<file path="src/rtl/cte_pkg.sv">
// Shared definitions for the colour transform engine YUV output path.
package cte_pkg;

  // Byte slot order of the engine's YUV stream
  localparam logic [1:0] LANE_U  = 2'd0;
  localparam logic [1:0] LANE_Y0 = 2'd1;
  localparam logic [1:0] LANE_V  = 2'd2;
  localparam logic [1:0] LANE_Y1 = 2'd3;

  // Field MSB positions inside a 32-bit macropixel word
  localparam int unsigned U_MSB  = 31;
  localparam int unsigned Y0_MSB = 23;
  localparam int unsigned V_MSB  = 15;
  localparam int unsigned Y1_MSB = 7;

  // 4:2:2 macropixel word, U in the top byte
  typedef struct packed {
    logic [7:0] u;
    logic [7:0] y0;
    logic [7:0] v;
    logic [7:0] y1;
  } macropixel_t;

endpackage

</file>
<file path="src/rtl/sync_fifo.sv">
// First-word fall-through FIFO with synchronous active-high reset.
// A push while full is accepted only when a pop happens on the same edge.
module sync_fifo #(
  parameter int unsigned WIDTH = 32,
  parameter int unsigned DEPTH = 4
) (
  input  logic                       clk,
  input  logic                       reset,
  input  logic                       push,
  input  logic                       pop,
  input  logic [WIDTH-1:0]           wdata,
  output logic [WIDTH-1:0]           rdata,
  output logic [$clog2(DEPTH):0]     level,
  output logic                       full,
  output logic                       empty
);

  localparam int unsigned AW = $clog2(DEPTH);

  logic [WIDTH-1:0] r_mem [DEPTH];
  logic [AW-1:0]    r_wptr;
  logic [AW-1:0]    r_rptr;
  logic [AW:0]      r_level;
  logic             w_wr;
  logic             w_rd;

  assign empty = (r_level == '0);
  assign full  = (r_level == (AW+1)'(DEPTH));
  assign w_rd  = pop && !empty;
  assign w_wr  = push && (!full || w_rd);
  assign level = r_level;
  // Head word is shown directly; forced to zero when nothing is stored
  assign rdata = empty ? '0 : r_mem[r_rptr];

  // Storage write; memory contents are not reset
  always_ff @(posedge clk) begin
    if (w_wr) begin
      r_mem[r_wptr] <= wdata;
    end
  end

  // Pointer and occupancy update
  always_ff @(posedge clk) begin
    if (reset) begin
      r_wptr  <= '0;
      r_rptr  <= '0;
      r_level <= '0;
    end else begin
      if (w_wr) begin
        r_wptr <= r_wptr + AW'(1);
      end
      if (w_rd) begin
        r_rptr <= r_rptr + AW'(1);
      end
      unique case ({w_wr, w_rd})
        2'b10:   r_level <= r_level + (AW+1)'(1);
        2'b01:   r_level <= r_level - (AW+1)'(1);
        default: r_level <= r_level;
      endcase
    end
  end

endmodule

</file>
<file path="src/rtl/yuv422_packer.sv">
// Packs the engine's U,Y0,V,Y1 byte stream into 32-bit 4:2:2 words and
// buffers them for the frame writer. Words that find the FIFO full are
// dropped and flagged, since the engine cannot be stalled.
module yuv422_packer
  import cte_pkg::*;
#(
  parameter int unsigned DEPTH = 4
) (
  input  logic                     clk,
  input  logic                     reset,
  input  logic                     in_valid,
  input  logic [7:0]               in_data,
  input  logic                     sync,
  output logic                     out_valid,
  input  logic                     out_ready,
  output logic [31:0]              out_data,
  output logic [$clog2(DEPTH):0]   level,
  output logic                     overflow,
  input  logic                     ovf_clr
);

  logic [1:0]  r_lane;
  logic [23:0] r_asm;
  logic        r_overflow;

  macropixel_t w_word;
  logic        w_push_req;
  logic        w_pop;
  logic        w_drop;
  logic        w_full;
  logic        w_empty;

  // A byte with sync is always lane U, so it can never complete a word
  assign w_push_req = in_valid && !sync && (r_lane == LANE_Y1);
  assign w_pop      = out_valid && out_ready;
  assign w_drop     = w_push_req && w_full && !w_pop;
  assign w_word     = {r_asm, in_data};
  assign out_valid  = !w_empty;
  assign overflow   = r_overflow;

  // Lane tracking and partial-word assembly
  always_ff @(posedge clk) begin
    if (reset) begin
      r_lane <= LANE_U;
      r_asm  <= '0;
    end else if (sync) begin
      if (in_valid) begin
        r_asm[U_MSB-8 -: 8] <= in_data;
        r_lane              <= LANE_Y0;
      end else begin
        r_lane <= LANE_U;
      end
    end else if (in_valid) begin
      unique case (r_lane)
        LANE_U:  r_asm[U_MSB-8 -: 8]  <= in_data;
        LANE_Y0: r_asm[Y0_MSB-8 -: 8] <= in_data;
        LANE_V:  r_asm[V_MSB-8 -: 8]  <= in_data;
        default: r_asm                <= r_asm;
      endcase
      r_lane <= r_lane + 2'd1;
    end
  end

  // Sticky drop flag; a new drop wins over a clear in the same cycle
  always_ff @(posedge clk) begin
    if (reset) begin
      r_overflow <= 1'b0;
    end else if (w_drop) begin
      r_overflow <= 1'b1;
    end else if (ovf_clr) begin
      r_overflow <= 1'b0;
    end
  end

  sync_fifo #(
    .WIDTH (32),
    .DEPTH (DEPTH)
  ) u_fifo (
    .clk   (clk),
    .reset (reset),
    .push  (w_push_req && !w_drop),
    .pop   (out_ready),
    .wdata (w_word),
    .rdata (out_data),
    .level (level),
    .full  (w_full),
    .empty (w_empty)
  );

endmodule

</file>
<file path="config.mk">
export PLATFORM = sky130hd
export DESIGN_NAME = yuv422_packer
export DESIGN_NICKNAME = d
export VERILOG_FILES = /design/src/rtl/cte_pkg.sv /design/src/rtl/sync_fifo.sv /design/src/rtl/yuv422_packer.sv
export SDC_FILE = /design/constraint.sdc
export NUM_CORES = 1
export LEC_CHECK = 0
export CORE_MARGIN = 2
export CORE_UTILIZATION = 52
export DETAILED_ROUTE_END_ITERATION = 10
export PLACE_DENSITY_LB_ADDON = 0.2
export SETUP_SLACK_MARGIN = 0.2
export SLEW_MARGIN = 10
export SYNTH_ARGS = -nofsm -noshare
export SYNTH_HDL_FRONTEND = slang
export SYNTH_HIERARCHICAL = 1
export SYNTH_SLANG_ARGS = --single-unit
export TNS_END_PERCENT = 5
</file>
<file path="constraint.sdc">
create_clock -name clk -period 3.11 [get_ports clk]
set_clock_uncertainty 0.1 [all_clocks]
set_input_delay 0.311 -clock clk [delete_from_list [all_inputs] [get_ports clk]]
set_output_delay 0.311 -clock clk [all_outputs]
set_load 0.05 [all_outputs]
</file>
== Yosys cells after proc, flatten, opt, wreduce, memory -nomap -nowiden ==
Memory sizes are Yosys's and may differ from the RTL's. A register that Yosys moved wholly into a read port is not among the register bits.
Index checks and enable logic that the tools add are counted.
W data, S select, Z words.

* Word-level logic and storage cells: 60
* Bits in writable memories: 128
* Memories: 1
* Bits in registers: 34

* Eq/ne operators: 6
* Multiplexer cells: 17
* Reduce and logical (&&, ||, !) cells: 22
* Bitwise logic cells: 1
* $add $sub $neg: 5

{| class="wikitable"
|+ Memories
! memory !! depth !! bits a word !! read ports !! clocked after Yosys merged registers in !! wr ports !! RTL line !! text
|-
| u_fifo.r_mem || 4 || 32 || 1 || 1 || 1 || sync_fifo.sv:20 || <nowiki>logic [WIDTH-1:0] r_mem [DEPTH];</nowiki>
|}

{| class="wikitable"
|+ Operators with widths
! cell !! number
|-
| $mux W8 || 5
|-
| $mux W32 || 1
|-
| $mux W24 || 1
|-
| $mux W2 || 4
|-
| $reduce_bool A2 Y1 || 4
|-
| $logic_and A1 B1 Y1 || 7
|-
| $add A2 B1 Y2 const B || 3
|-
| $eq A2 B2 Y1 const B || 3
|-
| $pmux W3 S2 || 1
|-
| $reduce_and A3 Y1 || 2
|-
| $logic_not A1 Y1 || 5
|-
| $mux W1 || 5
|-
| $eq A2 B1 Y1 const B || 2
|-
| $add A3 B1 Y3 const B || 1
|-
| $eq A3 B3 Y1 const B || 1
|-
| $logic_not A3 Y1 || 1
|-
| $sub A3 B1 Y3 const B || 1
|-
| $logic_not A2 Y1 || 1
|-
| $reduce_and A2 Y1 || 1
|-
| $logic_or A1 B1 Y1 || 1
|-
| $not A1 Y1 || 1
|}

== Logic depth before layout (Yosys ltp) ==
Gate-level depths: netlist of run 1.

* Depth in word-level cells: 10
* Depth in mapped cells: 12
* Mapped depth without buffers: 10

== Cells and area by module ==
The synthesis of run 1 kept the hierarchy.

{| class="wikitable"
|+ By module, submodules not included
! module !! instances !! cells an instance !! area an instance (um^2)
|-
| sync_fifo || 1 || 270 || 5420.2
|-
| yuv422_packer || 1 || 130 || 1101.1
|}

== Worst setup path before layout of run 1 ==
Ideal clock, no wire load.

* Kind: register to register
* From: reg u_fifo.r_level[2], in the netlist u_fifo/level[2]
* To: mem u_fifo.r_mem[0][0], enable pin
* Stages on the path, launching flop included: 10
* Period minus slack after synthesis: 3.461 ns
* Arrival: 2.969 ns
* Buffers on the path: 3
* Setup slack: -0.351 ns
* Required time: 2.618 ns
* Path through: dfxtp_1 > buf_2 > nor3_4 > clkbuf_1 > o21ai_0 > nor3b_1 > buf_2 > inv_1 > a31oi_1 > and2_1

* Longest elaborated chain between the ends: 10
* Elaborated cells on any way between the ends: 14
* Those cells by class: 1 x eq/ne; 2 x mux; 11 x reduce/logical

{| class="wikitable"
|+ Ends and longest elaborated chain
! item !! RTL line !! text
|-
| start, declared || sync_fifo.sv:23 || <nowiki>logic [AW:0] r_level;</nowiki>
|-
| start signal, assigned || sync_fifo.sv:56 || <nowiki>2'b10: r_level <= r_level + (AW+1)'(1);</nowiki>
|-
| start signal, assigned || sync_fifo.sv:57 || <nowiki>2'b01: r_level <= r_level - (AW+1)'(1);</nowiki>
|-
| start signal, assigned || sync_fifo.sv:58 || <nowiki>default: r_level <= r_level;</nowiki>
|-
| $logic_not A3 Y1 * || sync_fifo.sv:27 || <nowiki>assign empty = (r_level == '0);</nowiki>
|-
| net w_empty || yuv422_packer.sv:31 || <nowiki>logic w_empty;</nowiki>
|-
| $logic_not A1 Y1 * || sync_fifo.sv:29, yuv422_packer.sv:38 ||
|-
| $logic_and A1 B1 Y1 * || sync_fifo.sv:29, yuv422_packer.sv:35 ||
|-
| $logic_not A1 Y1 || yuv422_packer.sv:36 || <nowiki>assign w_drop = w_push_req && w_full && !w_pop;</nowiki>
|-
| $logic_and A1 B1 Y1 || yuv422_packer.sv:36 ||
|-
| $logic_not A1 Y1 || yuv422_packer.sv:81 || <nowiki>.push (w_push_req && !w_drop),</nowiki>
|-
| $logic_and A1 B1 Y1 || yuv422_packer.sv:81 ||
|-
| $logic_and A1 B1 Y1 * || sync_fifo.sv:30 || <nowiki>assign w_wr = push && (!full || w_rd);</nowiki>
|-
| $mux W1 * || sync_fifo.sv:37 || <nowiki>if (w_wr) begin</nowiki>
|-
| $mux W1 (implied by the code) * || sync_fifo.sv:38 || <nowiki>r_mem[r_wptr] <= wdata;</nowiki>
|-
| end, declared || sync_fifo.sv:20 ||
|}

The timed path passes the listed nets; every way through them passes the cells marked *.

== Final worst setup path of run 1 ==
* From: reg u_fifo.r_level[1], in the netlist u_fifo/level[1]
* To: out out_valid

* Longest elaborated chain between the ends: 2

{| class="wikitable"
|+ Ends and longest elaborated chain
! item !! RTL line !! text
|-
| $logic_not A3 Y1 || sync_fifo.sv:27 ||
|-
| net w_empty || yuv422_packer.sv:31 ||
|-
| $logic_not A1 Y1 || yuv422_packer.sv:38 || <nowiki>assign out_valid = !w_empty;</nowiki>
|-
| end, declared || yuv422_packer.sv:14 || <nowiki>output logic out_valid,</nowiki>
|}

The timed path passes the listed nets, and every way through them passes these cells.

==> results of run 1 <==
## logic make-up (layout without fill, tap and decap cells)
kind of cell / after synthesis / count (layout) / synth area share (%)
flops: 164 / 164 / 70.0
simple gates: 112 / 112 / 8.85
xor+xnor: 4 / 4 / 0.537
buf+inv: 34 / 101 / 3.03
mux: 35 / 35 / 11.5
fa+ha+maj: 9 / 9 / 1.84
compound gates: 42 / 42 / 4.22
## layer usage
metal	up-vias	part of all wire (%)
met5	-	0
met4	0	1.3
met3	13	5.2
li1	1600	-
met2	84	51
met1	1717	42
## area by class of cell
class | instances | share of cell area, %
Clock buffer | 25 | 6.19
Clock inverter | 7 | 1.40
Inverter | 11 | 0.538
Multi-Input combinational cell | 202 | 23.0
Sequential cell | 164 | 59.5
Tap cell | 168 | 2.74
Timing Repair Buffer | 58 | 6.58
## metrics by stage
| step | std cells | instance area [sq um] | worst slack [ps] |
|---|---|---|---|
| 6_report | 635 | 7680 | 556 |
| 5_1_grt | 635 | 7680 | 417 |
| 4_1_cts | 635 | 7680 | 504 |
| 3_5_place_dp | 603 | 7100 | 384 |
| 3_3_place_gp | 603 | 7100 | 392 |
| 2_1_floorplan | 400 | 6540 | 266 |
## Yosys cell counts (2+ instances only)
cell type / number / area [sq um]
nand2b_1: 4 / 25.0
buf_2: 8 / 40.0
o211ai_1: 2 / 15.0
nand2_1: 50 / 188
and3b_1: 2 / 17.5
mux2i_1: 2 / 20.0
nor2_1: 7 / 26.3
inv_1: 11 / 41.3
nor2b_1: 32 / 200
a31oi_1: 2 / 12.5
nand3_1: 2 / 10.0
buf_6: 6 / 67.6
mux4_2: 32 / 721
buf_4: 4 / 30.0
nand3b_1: 3 / 22.5
a21oi_2: 8 / 70.1
xor2_1: 3 / 26.3
dfxtp_1: 36 / 721
or3_1: 2 / 12.5
and2_1: 5 / 31.3
a21oi_1: 19 / 95.1
o21ai_0: 3 / 15.0
edfxtp_1: 128 / 3840
ha_1: 8 / 100
clkbuf_1: 4 / 15.0
## path summary, 6_finish.rpt
check / startpoint / end / slack [ps] / cells past startpoint
max reg2reg: u_fifo/level[0] / u_fifo/r_mem[2][20] / 660 / 8
min reg2reg: r_asm[8] / r_asm[8] / 400 / 2
max: u_fifo/level[1] / out_valid / 560 / 4
min: r_asm[8] / r_asm[8] / 400 / 2
## worst max-delay path: stages, from the launching register on
cell	delay [ps]
dfxtp_2	370
nor3_4	210
buf_4	370
inv_1	70
clkdlybuf4s50_1	710
## state kept, by name, indices dropped and copies added (netlist names), named ones only
signal / cells
r_lane: 2
u_fifo/r_rptr: 2
r_asm: 24
u_fifo/level: 3
u_fifo/r_mem: 128
overflow: 1
u_fifo/r_wptr: 2
## where the power goes
group          internal (W)  switching [W]  total [W]
clock network       0.00130       0.000739    0.00204
registers           0.00236      0.0000132    0.00237
logic             0.0000311      0.0000486  0.0000796
total               0.00369       0.000800    0.00449
==> key figures, run 1 <==
STA
  – Fmax: 392 MHz
  – RSZ-0062 raised after global routing: no
  – Final critical-path required period: 2550 ps
  – Tcrit/Tclk final: approximately 80%
  – Slew HR: 50.9%
  – Fin. Hold Viols: 0
  – Setup-failing EPs final: 0
  – Final hold slack: 404 ps
  – Worst slew pin tran: 734 ps
  – Setup_tns: 0 ps
  – Max-slew violation count: 0

Critical path
  – Worst Path Max Fanout: 33
  – Crit path launch type: register
  – Worst Path Arrival: 2140 ps
  – Critical path endpoint category: primary output
  – Req. time, crit path: between 2000 and 3000 ps
  – CP Class: reg -> out

Die
  – Die X-Extent: 116 microns
  – Initial Utilization: roughly 54%
  – FP Rows: 40
  – Die area: between 10000 and 15000 sq um
  – Core area: between 10000 and 15000 sq um
  – I/O Pins: 51
  – Die height: about 120 microns

Clock tree
  – Cts bufs inserted: 17
  – H-tree levels: 4
  – # hold bufs at CTS: 0
  – CTS tree: done
  – Clock root buffer: clkbuf_16
  – Clk sink count: 164
  – Post-cts resize count: 0
  – Later-pin clock latency in the skew report: 410 ps
  – Clock Tree Buf Depth: 2
  – Setup Fix Bufs, Post-CTS: 0
  – CTS clk-pin slew, worst paths: 60 ps

Detailed routing
  – Total iterations of the first detailed-routing run: 5
  – Starting DRT DRC Count: 228
  – DRC: 0
  – Final wirelength: 11.7 mm
  – Drt wl/cell: 18.4 microns
  – Antenna Nets Post-Route: 0
  – Vias per cell: 5.38
  – Vias: 3414

Layout
  – Fill cell count: 942
  – Commonest non-fill, non-tap cell in the layout: edfxtp_1
  – Area grow syn2layout: 17.7%
  – Sequential cell area: 4570 sq um
  – Nets: 477
  – Fraction of layout cells with a size suffix above 1: about 25%
  – Ant. Diodes: 0
  – Commonest non-fill, non-tap cells in the layout: edfxtp_1, nand2_1, buf_4
  – Final core utilization: about 63%
  – Area of the multi-input gates: around 1800 sq um

Power and ir drop
  – Peak supply drop: between 0.0004 and 0.0005 V
  – Power density cells: 585 nW/um^2
  – P_leak: about 2.6 nW
  – Total Power: 0.00449 W

Global route
  – Largest net degree at the start of global routing: 34
  – Vias in the first global route: approximately 3500
  – Met2 usage: 32.0%
  – Global-route wire length before repair: roughly 18 mm
  – Met3 usage: 5.23%
  – Total grt overflow: 0
  – Gr busiest metal: met2
  – Initial antenna violation count: 0
  – GRT Overall Usage: 19.1%
  – M1 GR Usage: 23.9%

Hold path
  – Hold crit path type: reg -> reg

Yosys
  – Synthesized instance count: 400
  – Synthesized area per cell: 16.3 sq um
  – Post-synth EDFFs: 128
  – Yosys reg bits: between 150 and 200
  – Post-synth top flop: edfxtp_1
  – Synth async-reset ratio: 0%
  – Post-synthesis sequential area ratio: 70.0%
  – Yosys warns: 6
  – Syn Nets: 423
  – Mapped cell area: 6520 sq um
  – Count of different cell masters after synthesis: 42

Placement
  – Gpl congestion: 0.721
  – Dpl hpwl: roughly 7.2 mm
  – Port Buf Inserts: 50

Run
  – Max-cap violation count: 0

Status
  – Status: completed
No activity file was read; power rests on OpenSTA's default activity.
==> run 2: changes to the inputs <==
==> constraint.sdc (replaced) <==
create_clock -name clk -period 2.11 [get_ports clk]
set_clock_uncertainty 0.1 [all_clocks]
set_input_delay 0.211 -clock clk [delete_from_list [all_inputs] [get_ports clk]]
set_output_delay 0.211 -clock clk [all_outputs]
set_load 0.05 [all_outputs]
==> run 2 against run 1 <==
Net effect:
- the flow now finishes with violations (negative setup slack)
- hold slack worse by 72 ps
- global-route usage is 2.0 points higher
- flip-flop and latch count stayed put
- critical path type unchanged
- largest power group unchanged
==> key figures, run 2 (synthesis gave the netlist of run 1 again) <==
Layout
  – Commonest non-fill, non-tap cell in the layout: edfxtp_1
  – Max reg flops: 128
  – Ant. Diodes: 0
  – Nets: 503
  – Area of the multi-input gates: ~2100 sq um
  – Sequential cell area: 4580 sq um
  – Most flops, register: u_fifo/r_mem
  – Fill cell count: 773
  – Commonest non-fill, non-tap cells in the layout: edfxtp_1, nand2_1, buf_12
  – Fraction of layout cells with a size suffix above 1: roughly two fifths
  – Area grow syn2layout: 34.4%

Power and ir drop
  – Combinational share of power: 2.0%
  – Clock power frac: 43.9%
  – Peak supply drop: 0.000481 V
  – Sw Ratio: around a fifth
  – P_sw: 0.00126 W
  – Internal: 0.00519 W
  – Power density cells: ~740 nW/um^2
  – Seq pwr share: between 50% and 60%
  – P_leak: 3.01 nW

STA
  – Fin. Hold Viols: 0
  – Max-slew violation count: 0
  – Worst slew pin tran: 544 ps
  – Worst setup margin: -108 ps
  – RSZ-0062 raised after global routing: yes
  – Setup_tns: -2960 ps
  – Slew HR: 63.6%
  – Final hold slack: ~330 ps
  – Tcrit/Tclk final: 105%
  – Final critical-path required period: 2220 ps
  – Setup-failing EPs final: 32
  – Fmax: approximately 450 MHz

Global route
  – Total grt overflow: 0
  – GRT Overall Usage: 21.1%
  – Initial antenna violation count: 0
  – Vias in the first global route: 3675
  – Largest net degree at the start of global routing: 34
  – Global-route wire length before repair: 20.2 mm

Critical path
  – Crit path cell chain: buf_6 > buf_16 > mux4_2 > nor2b_4 > buf_12
  – CP Class: reg -> out
  – Worst Path Max Fanout: 8
  – Critical path endpoint category: primary output
  – Req. time, crit path: 1800 ps
  – Worst Path Arrival: 1910 ps
  – Slowest CP cell: mux4_2
  – Buffer and inverter count on the worst path: 3
  – Crit path launch type: register
  – Largest delay share family, worst path: multiplexers
  – CP peak stage delay: around 530 ps

Die
  – Initial Utilization: a little over half
  – FP Rows: 40
  – Die X-Extent: 116 microns
  – I/O Pins: between 50 and 60
  – Die height: approximately 120 microns
  – Core area: between 10000 and 15000 sq um
  – Die area: ~13000 sq um

Clock tree
  – Clock root buffer: clkbuf_16
  – Cts bufs inserted: 17
  – CTS clk-pin slew, worst paths: 60 ps
  – CTS tree: done
  – H-tree levels: 4
  – Clock Tree Buf Depth: 2
  – Clk sink count: 164
  – Later-pin clock latency in the skew report: 420 ps

Placement
  – Port Buf Inserts: 50
  – Gpl congestion: 0.756
  – Dpl hpwl: 7.69 mm

Status
  – Status: finished with violations
  – Failing checks: negative setup slack

Run
  – Max-cap violation count: 0

Detailed routing
  – Vias per cell: 5.46
  – Final wirelength: 13.0 mm
  – DRC: 0
  – Total iterations of the first detailed-routing run: 5
  – Starting DRT DRC Count: 279
  – Drt wl/cell: 19.7 microns
  – Antenna Nets Post-Route: 0
  – Vias: around 3600

Hold path
  – Hold crit path type: in -> reg
==> run 2: cell types whose count changed in the layout (fill, tap and decap cells not counted), moves of 3 or more <==
cell             previous run  this run
buf_6                       0         4
nor2b_4                     0        31
dfxtp_2                     4         1
clkbuf_1                    6         3
dlygate4sd2_1               0         3
dfxtp_4                     0         4
buf_12                      2        42
buf_16                      0         3
buf_4                      38        14
clkinvlp_4                  0         4
nor2b_1                    32         0
clkdlybuf4s50_1            18        14
==> run 2: final timing paths <==
path | end | slack [ps] | startpoint | depth (start not counted)
hold reg to reg | r_asm[17] | 400 | r_asm[17] | 2
setup / recovery | out_data[17] | -110 | register | 5
setup reg to reg | u_fifo/level[1] | 0 | u_fifo/level[0] | 10
hold / removal | overflow | 330 | ovf_clr | 3
==> run 2: power by group through the flow <==
stage,clock [W],sequential [W],combinational (W)
floorplan,0,0.00355,0.0000651
detailed placement,0,0.00356,0.000126
global route,0.00299,0.00349,0.000142
global placement,0,0.00356,0.000124
finish,0.00283,0.00349,0.000129
CTS,0.00285,0.00349,0.000129
==> run 2: through the flow <==
step	instances	cell area [sq um]	power, W	setup WS, ps	utilization (%)
2_1_floorplan	400	6610	0.00362	-301	-
3_3_place_gp	623	7790	0.00368	-220	64.3
3_5_place_dp	623	7790	0.00369	-200	64.3
4_1_cts	661	8730	0.00647	-124	72.1
5_1_grt	661	8770	0.00662	-171	72.4
6_report	661	8770	0.00645	-108	72.4
==> run 2: worst min-delay path: cells and delay by family <==
kind	cells	cell delay, ps
AOI/OAI and AO/OA	1	60
buffers and inverters	1	450
and+or+nand+nor	1	90
==> run 2: area by class of cell <==
class / count / share of cell area, %
Tap cell: 168 / 2.40
Multi-Input combinational cell: 202 / 23.5
Clock buffer: 22 / 5.30
Sequential cell: 164 / 52.3
Timing Repair Buffer: 84 / 15.1
Inverter: 11 / 0.500
Clock inverter: 10 / 0.956
==> run 2: timing repair <==
action | 4_1_cts | 5_1_grt
endpoints found under the setup margin | 166 | 164
hold buffers | 0 | 0
gates resized for setup | 80 | 9
cloned | 3 | 0
buffers inserted | 3 | 0
pin swaps | 10 | 5
==> run 2: metal layers <==
layer / up-vias / global-route usage [%] / routed length [microns]
met1: 1848 / 27.7 / 5630
met2: 97 / 35.0 / 6720
met3: 17 / 5.02 / 504
li1: 1645 / - / -
met5: - / 0 / 0
met4: 0 / 7.14 / 175
